`src/rtl/adder_slice_sequencer.sv`:
```
// Computes a WIDTH-bit A+B+cin by driving a shared external 2-bit ripple adder slice,
// two bits per cycle LSB-first, with the slice carry held in a flop between cycles.
module adder_slice_sequencer #(
   parameter int WIDTH = 8
) (
   input  logic             clk,
   input  logic             rst_n,
   input  logic             in_valid,
   output logic             in_ready,
   input  logic [WIDTH-1:0] a,
   input  logic [WIDTH-1:0] b,
   input  logic             cin,
   output logic             out_valid,
   input  logic             out_ready,
   output logic [WIDTH-1:0] sum,
   output logic             cout,
   output logic [1:0]       slice_a,
   output logic [1:0]       slice_b,
   output logic             slice_cin,
   input  logic [1:0]       slice_sum,
   input  logic             slice_cout,
   output logic             busy
);
   localparam int NSLICE = WIDTH / 2;
   localparam int IW = (NSLICE > 1) ? $clog2(NSLICE) : 1;
   localparam logic [IW-1:0] LAST_IDX = IW'(NSLICE - 1);

   typedef enum logic [1:0] {IDLE, RUN, DONE} state_t;

   state_t           state_q, state_d;
   logic [IW-1:0]    idx_q, idx_d;
   logic             carry_q, carry_d;
   logic [WIDTH-1:0] a_q, a_d;
   logic [WIDTH-1:0] b_q, b_d;
   logic [WIDTH-1:0] sum_q, sum_d;
   logic             cout_q, cout_d;
   logic [IW:0]      bit_base;

   assign bit_base = {idx_q, 1'b0};
   assign sum      = sum_q;
   assign cout     = cout_q;

   always_comb begin
      state_d   = state_q;
      idx_d     = idx_q;
      carry_d   = carry_q;
      a_d       = a_q;
      b_d       = b_q;
      sum_d     = sum_q;
      cout_d    = cout_q;
      slice_a   = 2'b00;
      slice_b   = 2'b00;
      slice_cin = 1'b0;
      in_ready  = 1'b0;
      out_valid = 1'b0;
      busy      = 1'b0;
      unique case (state_q)
         IDLE: begin
            // Gated by rst_n so in_ready reads low for the whole reset window.
            in_ready = rst_n;
            if (in_valid) begin
               a_d     = a;
               b_d     = b;
               carry_d = cin;
               idx_d   = '0;
               state_d = RUN;
            end
         end
         RUN: begin
            busy      = 1'b1;
            slice_a   = a_q[bit_base +: 2];
            slice_b   = b_q[bit_base +: 2];
            slice_cin = carry_q;
            sum_d[bit_base +: 2] = slice_sum;
            carry_d   = slice_cout;
            idx_d     = idx_q + 1'b1;
            if (idx_q == LAST_IDX) begin
               cout_d  = slice_cout;
               idx_d   = '0;
               state_d = DONE;
            end
         end
         DONE: begin
            out_valid = 1'b1;
            if (out_ready) begin
               state_d = IDLE;
            end
         end
         default: state_d = IDLE;
      endcase
   end

   always_ff @(posedge clk or negedge rst_n) begin
      if (!rst_n) begin
         state_q <= IDLE;
         idx_q   <= '0;
         carry_q <= 1'b0;
         a_q     <= '0;
         b_q     <= '0;
         sum_q   <= '0;
         cout_q  <= 1'b0;
      end else begin
         state_q <= state_d;
         idx_q   <= idx_d;
         carry_q <= carry_d;
         a_q     <= a_d;
         b_q     <= b_d;
         sum_q   <= sum_d;
         cout_q  <= cout_d;
      end
   end
endmodule

```
`config.mk`:
```
export PLATFORM = sky130hd
export DESIGN_NAME = adder_slice_sequencer
export DESIGN_NICKNAME = d
export VERILOG_FILES = /design/src/rtl/adder_slice_sequencer.sv
export SDC_FILE = /design/constraint.sdc
export NUM_CORES = 1
export LEC_CHECK = 0
export BUFFER_PORTS_ARGS = -buffer_cell sky130_fd_sc_hd__buf_4
export CAP_MARGIN = 5
export CORE_ASPECT_RATIO = 0.7
export CORE_MARGIN = 2
export CORE_UTILIZATION = 40
export DETAILED_ROUTE_END_ITERATION = 10
export PLACE_DENSITY = 0.71
export SLEW_MARGIN = 20
export SYNTH_ARGS = -nofsm -noshare
export SYNTH_HDL_FRONTEND = slang
export SYNTH_SLANG_ARGS = --single-unit
```
`constraint.sdc`:
```
create_clock -name clk -period 2.66 [get_ports clk]
set_input_delay 0.266 -clock clk [delete_from_list [all_inputs] [get_ports clk]]
set_output_delay 0.266 -clock clk [all_outputs]
set_load 0.01 [all_outputs]
```
Yosys cells after proc, flatten, opt, wreduce, memory -nomap -nowiden
Cells that the tools add are included.
Widths: inputs -> output; s select.

word-level totals
  memories = 0
  memory bits (writable) = 0
  latch bits = 0
  flip-flop bits (word level) = 30
  bits in read-only memories = 0
  bits of input ports = 24

operators by class
  divide/modulo/power cells = 0
  magnitude comparators = 0
  mux-type cells = 16
  equal/unequal tests = 6
  $mul = 0
  bitwise operators = 0
  reduce and logical (&&, ||, !) cells = 6
  shifts and indexed selects = 4
  add/subtract/negate cells = 2

operator list
  cell                   number
  $shiftx 8x4->2         2
  $mux 2                 7
  $bwmux 8               1
  $shift 2x5->8 const A  1
  $shiftx 2x5->8         1
  $ne 2x2->1 const B     3
  $pmux 2 s3             1
  $reduce_and 2->1       3
  $mux 1                 5
  $neg 3->5              1
  $eq 2x2->1 const B     2
  $pmux 2 s2             1
  $reduce_and 3->1       1
  $add 2x1->2 const B    1
  $eq 2x1->1 const B     1
  $logic_not 2->1        1
  $pmux 1 s2             1
  $reduce_bool 2->1      1

Longest topological paths before layout
Gate-level depths: netlist of the first run.

  word-level depth = 3
  gate-level depth with buffers = 6

Least setup slack after synthesis of the first run
OpenSTA, ideal clock, no wires.

  kind = reg-to-reg
  start point = register idx_q[1]
  end point = register sum_q[5], in the netlist sum[5]
  library setup time = 0.067 ns
  buffers on the path = 1
  stages on the path, launching flop included = 6
  data required time = 2.593 ns
  path slack = 0.987 ns
  arrival time = 1.606 ns
  path through = dfrtp_1 buf_2 inv_1 ha_1 nor4bb_1 a32o_1

between the ends
  longest elaborated chain between the ends = 3

ends and longest elaborated chain
  what                                             RTL line  RTL
  start, declared                                  31        logic [IW-1:0] idx_q, idx_d;
  start signal, assigned                           104       idx_q <= idx_d;
  $neg 3->5 (*)                                    74        sum_d[bit_base +: 2] = slice_sum;
  $shiftx 2x5->8 or $shift 2x5->8 (tied branches)  74
  $bwmux 8 (*)                                     74
  end signal, assigned                             108       sum_q <= sum_d;
  end, declared                                    35        logic [WIDTH-1:0] sum_q, sum_d;

Every way passes the cells marked *; elsewhere a longest branch is shown, timed or not.
A chain may end at the register's enable or synchronous reset.

Worst setup path after layout of the first run
  start point = register idx_q[1]
  end point = register sum_q[4], in the netlist sum[4]

Same word-level chain as after synthesis.

==> flow_summary.ini, run 1 <==
[layout]
fin_area_um2 = 1910
diodes = 0
finalNetCount = 189
post_route_cells_drive_above_1_share_pct = 43.1
syn2layout_area_growth_pct = 28.3
fin_cells = 210

[sta]
maxSlewViolCount = 0
worst_slew_pin_slew_ns = 0.486
fin_crit_sh_pct = 75.7
setup_tns_ns = 0
fmax_ghz = 0.497
setup_viol = 0
finClkSkew_ns = 0.00706
hold_viol_final = 0
final.setup.worst_slack_ns = 0.647
grt_setup_unrepaired = no
max_slew_margin_pct = 67.6
min_period_ns = 2.01

[critical_path]
required_ns = 2.87
crit_path_max_fanout = 11
crit_path_start = idx_q[1]$_DFFE_PN0P_
r2r_setup_slack_ns = 0.65
startpoint_type = flop
regToRegEndpoint = sum[4]$_DFFE_PN0P_
r2r_cells = 4
setup.worst_path.end_class = flop
worst-setup-path-type = reg -> reg
reg2reg_from = idx_q[1]$_DFFE_PN0P_
arrival_ns = 2.22

[clock_network]
cts_tree = yes
cts_resized = 0
numCtsBuffers = 5
clock_path_buffers = 2
clkLatencyLatePin_ns = 0.28
clockRootBuffer = clkbuf_8
htree_levels = 2
clk_pin_slew_ns = 0.07
clkSinkCount = 30

[grt]
overflow = 0
track_usage_pct = 15.2
grt_pass1_vias = 1055
grt_max_degree = 32
grt_pass1_wl_um = 4840
antenna_found_initial = 0

[placement]
dp.cells = 202
placed_area_um2 = 1820
gp_congestion = 0.781
dp_worst_setup_slack_ns = 0.655
dp_hpwl_um = 2190
io_buffers = 40

[synthesis]
synthArstFlopShare_pct = 100
synth_edf_count = 0
synthTopCellsByArea = dfrtp_1 51%, mux2_2 8.3%, mux2_4 8.1%
synth.cell_area_um2 = 1490
ys_seq_area_share_pct = 50.5
yosysUniqueCellTypes = 29
synthCells = 115
synth_fp_nets = 144
synth-main-ff-cell = dfrtp_1
synth_top_area_share_pct = 50.5
yosysTopAreaCell = dfrtp_1
synth.ff_latch_count = 30
yosys_warnings = 0
syn_area_per_cell_um2 = 12.9

[outcome]
status = completed

[hold_path]
worstHoldEndpoint = state_q[1]$_DFFE_PN0P_
min_from = out_ready
hold_depth = 2
hold_path.class = in -> reg

[detailed_routing]
drt_iter0_drc = 30
routed_wl_um = 2960
ant_nets = 0
drc = 0
num_vias = 1024
wl_per_cell_um = 14.1
via_per_inst = 4.88
drtPass1Iterations = 4

[floorplan]
dieArea_um2 = 4220
initial_core_util_pct = 42.0
ios = 41
rows = 18
core_um2 = 3540
die_w_um = 76.8
die_h_um = 55.0

[pwr]
p_leak_nw = 0.921
p_per_area_nw_per_um2 = 1160
peakVddDrop_mv = 0.380

[job]
drv_cap = 0
==> critical path, cell delays in order, from the launching register on <==
cell and delay, ns:
dfrtp_1 0.65, inv_1 0.18, ha_1 0.45, nor4bb_1 0.44, a32o_1 0.23
==> state kept, by name (all words and copies together) (netlist names) <==
signal,flops
a_q,8
idx_q,2
state_q,2
carry_q,1
cout,1
b_q,8
sum,8
==> cell usage after synthesis (3+ instances only) <==
cell type  instances
ha_1               5
o31ai_1            3
a32o_1             3
nand2b_1           3
nor2b_1            3
mux2i_1            8
mux2_4             8
nand2_1            9
dfrtp_1           30
mux2_2            11
buf_6              3
o22ai_1            4
inv_1              4
nor4bb_1           3
==> cells by family (layout without fill, tap and decap cells) <==
logic type / after synthesis / in the layout / share of synthesized area (%)
buffers and inverters: 9 / 54 / 3.87
DFF: 30 / 30 / 50.5
AOI/OAI and AO/OA: 17 / 17 / 8.42
and+or+nand+nor: 27 / 27 / 11.1
adders and majority gates: 5 / 5 / 4.21
muxes: 27 / 27 / 21.8
==> metal layers <==
layer  up-vias  track usage [%]  part of all wire [%]  wire length [µm]
li1        510                -                     -                 -
met1       493             18.5                    46              1370
met2        17             25.0                    50              1470
met3         4             4.06                   2.7                81
met4         0             9.39                   1.3                40
met5         -                0                     0                 0
==> power breakdown <==
part           internal, mW  switching, mW
combinational         0.572          0.451
clock                 0.175          0.164
sequential            0.666          0.182
total                  1.41          0.797
==> worst max-delay path by stage <==
stage	endpoint	slack (ns)
after global routing	sum[5]$_DFFE_PN0P_	0.46
after global placement	sum[5]$_DFFE_PN0P_	0.79
after CTS	sum[5]$_DFFE_PN0P_	0.64
after floorplan	sum[5]$_DFFE_PN0P_	0.99
final	sum[4]$_DFFE_PN0P_	0.65
after detailed placement	sum[5]$_DFFE_PN0P_	0.65
==> timing repair <==
action	in CTS	in global routing
hold buffers	1	0
setup buffers	0	0
hold endpoints to repair	30	0
==> area by class of cell <==
type | instances | area, µm²
tap | 50 | 62.6
clock buffer | 5 | 68.8
multi-input combinational | 76 | 677
fill | 309 | 1630
sequential | 30 | 751
timing repair buffer | 42 | 318
inverter | 5 | 18.8
clock inverter | 2 | 10.0
==> stage by stage <==
step / hold WS (ns) / util (%) / total power [mW]
CTS: 0.180 / 53.9 / 2.23
floorplan: -0.0296 / - / 1.55
global placement: 0.210 / 51.4 / 1.85
global route: 0.190 / 53.9 / 2.38
detailed placement: 0.221 / 51.4 / 1.89
finish: 0.186 / 53.9 / 2.21
==> cells in the final DEF (no fill, tap or decap), types with 4 or more instances in the layout <==
cell type,count
dfrtp_1,30
mux2i_1,8
clkbuf_8,5
buf_4,41
o22ai_1,4
inv_1,4
mux2_4,8
nand2_1,9
ha_1,5
mux2_2,11
No activity file was read; power rests on OpenSTA's default activity.
==> run 2, diff against run 1 <==
ABC_AREA = 1   (was default)
PLACE_DENSITY = 0.7   (was 0.71)
clock period = 2 ns   (was 2.66 ns; I/O delays follow)
==> flow_summary.ini, run 2 <==
[clock_network]
post_cts_buffers = 0
numCtsBuffers = 5
clock_path_buffers = 2
cts_tree = yes
clkSinkCount = 30
cts_resized = 0
clk_pin_slew_ns = 0.06
htree_levels = 2
clkLatencyLatePin_ns = 0.27
clockRootBuffer = clkbuf_8

[grt]
antenna_found_initial = 0
overflow = 0
track_usage_pct = 16.7
grt_max_degree = 34
grt_pass1_wl_um = 5770
grt_pass1_vias = 1229

[layout]
post_route_cells_drive_above_1_share_pct = 31.1
layout_commonest_cell = nand2_1
diodes = 0
fin_area_um2 = 2010
syn2layout_area_growth_pct = 28.2
fin_cells = 285
finalNetCount = 264
final_cell_mix = 65 x nand2_1, 42 x buf_4, 30 x dfrtp_1

[synthesis]
syn_area_per_cell_um2 = 8.28
synth.ff_latch_count = 30
synth.cell_area_um2 = 1570
synth_top_area_share_pct = 48.0
synth-main-ff-cell = dfrtp_1
synthArstFlopShare_pct = 100
yosys_warnings = 0
yosysTopAreaCell = dfrtp_1
synthCells = 189
synth_edf_count = 0
synthTopCellsByArea = dfrtp_1 48%, nand2_1 16%, o21ai_2 9.0%
yosysUniqueCellTypes = 21
synthTopCellsByCount = 65 x nand2_1, 30 x dfrtp_1, 25 x inv_1
synth_fp_nets = 218
yosysMostFrequentCell = nand2_1
ys_seq_area_share_pct = 48.0

[detailed_routing]
wl_per_cell_um = 11.6
num_vias = 1280
ant_nets = 0
routed_wl_um = 3300
drtPass1Iterations = 4
via_per_inst = 4.49
drt_iter0_drc = 55
drc = 0

[floorplan]
rows = 18
ios = 41
initial_core_util_pct = 43.2
die_h_um = 56.3
core_um2 = 3630
die_w_um = 78.8
dieArea_um2 = 4440

[sta]
final.setup.worst_slack_ns = 0.365
setup_tns_ns = 0
fmax_ghz = 0.612
finClkSkew_ns = 0.00154
max_slew_margin_pct = 72.5
hold_viol_final = 0
setup_viol = 0
min_period_ns = 1.63
fin_hold_ws_ns = 0.104
maxSlewViolCount = 0
worst_slew_pin_slew_ns = 0.411
fin_crit_sh_pct = 81.7
grt_setup_unrepaired = no

[outcome]
status = completed

[placement]
io_buffers = 40
dp_hpwl_um = 2440
placed_area_um2 = 1920
dp_worst_setup_slack_ns = 0.472
dp.cells = 277
gp_congestion = 0.793

[pwr]
peakVddDrop_mv = 0.749
p_leak_nw = 1.07
p_per_area_nw_per_um2 = 1520

[job]
drv_cap = 0

[critical_path]
required_ns = 1.80
worst-setup-path-type = reg -> out
startpoint_type = flop
crit_path_max_fanout = 8
setup.worst_path.end_class = output pin
arrival_ns = 1.43

[hold_path]
hold_path.class = in -> reg
## run 2: cells by family after synthesis
group / synth area share (%)
AND/OR/NAND/NOR: 26.3
buffers and inverters: 9.43
flip-flops: 48.0
AO/OA/AOI/OAI: 12.3
adder cells (fa/ha/maj): 4.00
## run 2: metrics by stage
step | utilization, % | total power [mW]
after floorplan | - | 2.09
after global placement | 53.0 | 2.59
after detailed placement | 53.0 | 2.61
after CTS | 55.3 | 3.07
after global routing | 55.3 | 3.34
final | 55.3 | 3.05
## run 2: routing by layer
| layer | vias to the layer above | share of wire (%) | wire length (µm) | GRT usage, % |
|---|---|---|---|---|
| met3 | 3 | 7.2 | 236 | 4.98 |
| li1 | 678 | - | - | - |
| met2 | 34 | 37 | 1230 | 21.0 |
| met1 | 565 | 55 | 1810 | 26.5 |
| met5 | - | 0 | 0 | 0 |
| met4 | 0 | 0.55 | 18 | 5.76 |
## run 2: power breakdown
part | switching (mW) | internal (mW) | leakage, nW
Sequential | 0.132 | 0.874 | 0.381
Clock | 0.207 | 0.239 | 0.0383
Combinational | 0.937 | 0.659 | 0.648
Total | 1.28 | 1.77 | 1.07
## run 2: repair_timing
item / CTS / global route
hold buffers: 1 / 0
setup endpoints to repair: 0 / 0
hold endpoints to repair: 30 / 0
## run 2: layout make-up
cell class              instances  area [µm²]
clock buffers                   7        76.3
multi-input cells             126         667
well taps                      50        62.6
inverters                      28         105
repair buffers                 44         345
flip-flops and latches         30         751
fillers                       352        1620
## run 2: worst max-delay path, cell delays in order, from the launching register on
cell and delay [ns]:
dfrtp_1 0.46, inv_1 0.24, nand3_1 0.11, a21oi_1 0.19, buf_4 0.15
## run 2: path summary, 6_finish.rpt
| path | startpoint | endpoint | slack (ns) | cells after the start |
|---|---|---|---|---|
| worst min register to register | cout$_DFFE_PN0P_ | cout$_DFFE_PN0P_ | 0.47 | 2 |
| worst max-delay path | idx_q[1]$_DFFE_PN0P_ | slice_a[1] | 0.37 | 4 |
| worst max register to register | idx_q[1]$_DFFE_PN0P_ | sum[6]$_DFFE_PN0P_ | 0.48 | 7 |
| max in group asynchronous | rst_n | b_q[6]$_DFFE_PN0P_ | 1.22 | 3 |
| min in group asynchronous | rst_n | a_q[2]$_DFFE_PN0P_ | 0.51 | 3 |
| worst min-delay path | out_ready | state_q[1]$_DFFE_PN0P_ | 0.10 | 2 |
==> run 3, diff against run 2 <==
PLACE_DENSITY = 0.73   (was 0.7)
clock period = 1.45 ns   (was 2 ns; I/O delays follow)
==> flow_summary.ini, run 3 (synthesis gave the netlist of run 2 again) <==
[outcome]
status = completed

[pwr]
peakVddDrop_mv = 1.33
combPwrFrac_pct = 56.0
p_per_area_nw_per_um2 = 2140
power.switching_mw = 1.93
seq_power_share_pct = 29.4
pwr-share-clk_pct = 14.6
p_leak_nw = 1.13
p_sw_share_pct = 41.6
p_int_mw = 2.72
total_power_mw = 4.65

[sta]
maxSlewViolCount = 0
finClkSkew_ns = 0.00519
grt_setup_unrepaired = yes
fmax_ghz = 0.701
max_slew_margin_pct = 75.5
setup_viol = 0
min_period_ns = 1.43
hold_viol_final = 0
worst_slew_pin_slew_ns = 0.363
fin_hold_ws_ns = 0.0300
fin_crit_sh_pct = 98.4

[job]
drv_cap = 0

[detailed_routing]
via_per_inst = 4.54
drtPass1Iterations = 4
ant_nets = 0
drt_iter0_drc = 53
wl_per_cell_um = 11.3
routed_wl_um = 3330
drc = 0
num_vias = 1338

[hold_path]
hold_path.class = in -> reg
min_from = out_ready

[clock_network]
clk_pin_slew_ns = 0.06
numCtsBuffers = 5
clkSinkCount = 30
clock_path_buffers = 2
clockRootBuffer = clkbuf_8
cts_tree = yes
htree_levels = 2
clkLatencyLatePin_ns = 0.28

[floorplan]
die_w_um = 78.8
die_h_um = 56.3
ios = 41
initial_core_util_pct = 43.2
core_um2 = 3630
dieArea_um2 = 4440
rows = 18

[layout]
diodes = 0
fin_area_um2 = 2170
fin_util_pct = 59.8
final_cell_mix = 60 x nand2_1, 48 x buf_4, 29 x dfrtp_1
fin_cells = 295
layout_commonest_cell = nand2_1
syn2layout_area_growth_pct = 38.6
post_route_cells_drive_above_1_share_pct = 43.3
finalNetCount = 273

[placement]
io_buffers = 40
dp.cells = 280
gp_congestion = 0.798
placed_area_um2 = 1940
dp_hpwl_um = 2390

[critical_path]
setup.worst_path.end_class = output pin
worst-setup-path-type = reg -> out
startpoint_type = flop
required_ns = 1.31
cp_top_family = flip-flops
arrival_ns = 1.28
slowest_stage = dfrtp_1
path_cells = buf_6 > nand2_1 > nand3_2 > a21oi_2 > buf_4
crit_path_max_fanout = 11
crit_path_start = idx_q[0]$_DFFE_PN0P_
max_stage_delay_ns = 0.40
critPathBufInv = 2
reg2reg_from = idx_q[0]$_DFFE_PN0P_

[grt]
antenna_found_initial = 0
track_usage_pct = 16.8
grt_max_degree = 34
grt_pass1_wl_um = 5710
grt_pass1_vias = 1278
overflow = 0
run 3: final timing paths:
| path | cells after the start | slack [ns] | endpoint |
|---|---|---|---|
| setup / recovery | 5 | 0.02 | slice_b[0] |
| hold / removal | 2 | 0.03 | state_q[1]$_DFFE_PN0P_ |
| setup reg to reg | 8 | 0.09 | sum[6]$_DFFE_PN0P_ |
| hold reg to reg | 2 | 0.48 | cout$_DFFE_PN0P_ |
| max in group asynchronous | 3 | 0.70 | state_q[1]$_DFFE_PN0P_ |
| min in group asynchronous | 3 | 0.46 | idx_q[1]$_DFFE_PN0P_ |
run 3: through the flow:
step	setup TNS (ns)	setup WS (ns)
CTS	0	0.00207
global route	-0.224	-0.0533
global placement	0	0.194
floorplan	0	0.0974
finish	0	0.0238
detailed placement	0	0.129
run 3: power by group through the flow:
| stage | clock, mW | combinational, mW | sequential [mW] |
|---|---|---|---|
| after detailed placement | 0 | 2.27 | 1.38 |
| after global placement | 0 | 2.24 | 1.37 |
| after CTS | 0.704 | 2.41 | 1.38 |
| after global routing | 0.759 | 2.92 | 1.41 |
| final | 0.681 | 2.61 | 1.37 |
| after floorplan | 0 | 1.47 | 1.42 |
run 3: cell type report:
type	instances	area, µm²
fill	329	1460
tap	50	62.6
clock buffer	7	86.3
sequential	30	752
clock inverter	1	5.00
multi-input combinational	126	734
inverter	28	105
timing repair buffer	53	424
run 3: repair_timing:
action                     in CTS  in global routing
hold endpoints to repair       30                  0
hold buffers                    1                  0
resized for setup               6                 19
pin swaps                       1                  4
setup endpoints to repair       4                  9
cloned                          0                  0
setup buffers                   4                  2
run 3: worst reg2reg max path, delay by kind of cell (launching register included):
family / cells / cell delay, ns
adder cells (fa/ha/maj): 1 / 0.33
buffers and inverters: 3 / 0.31
flip-flops: 1 / 0.37
AND/OR/NAND/NOR: 4 / 0.29
run 3: metal layers:
| layer | up-vias | share of wire, % | GRT usage, % |
|---|---|---|---|
| met3 | 2 | 7.1 | 5.14 |
| met2 | 41 | 40 | 22.8 |
| li1 | 696 | - | - |
| met4 | 0 | 1.1 | 5.26 |
| met5 | - | 0 | 0 |
| met1 | 599 | 51 | 25.2 |
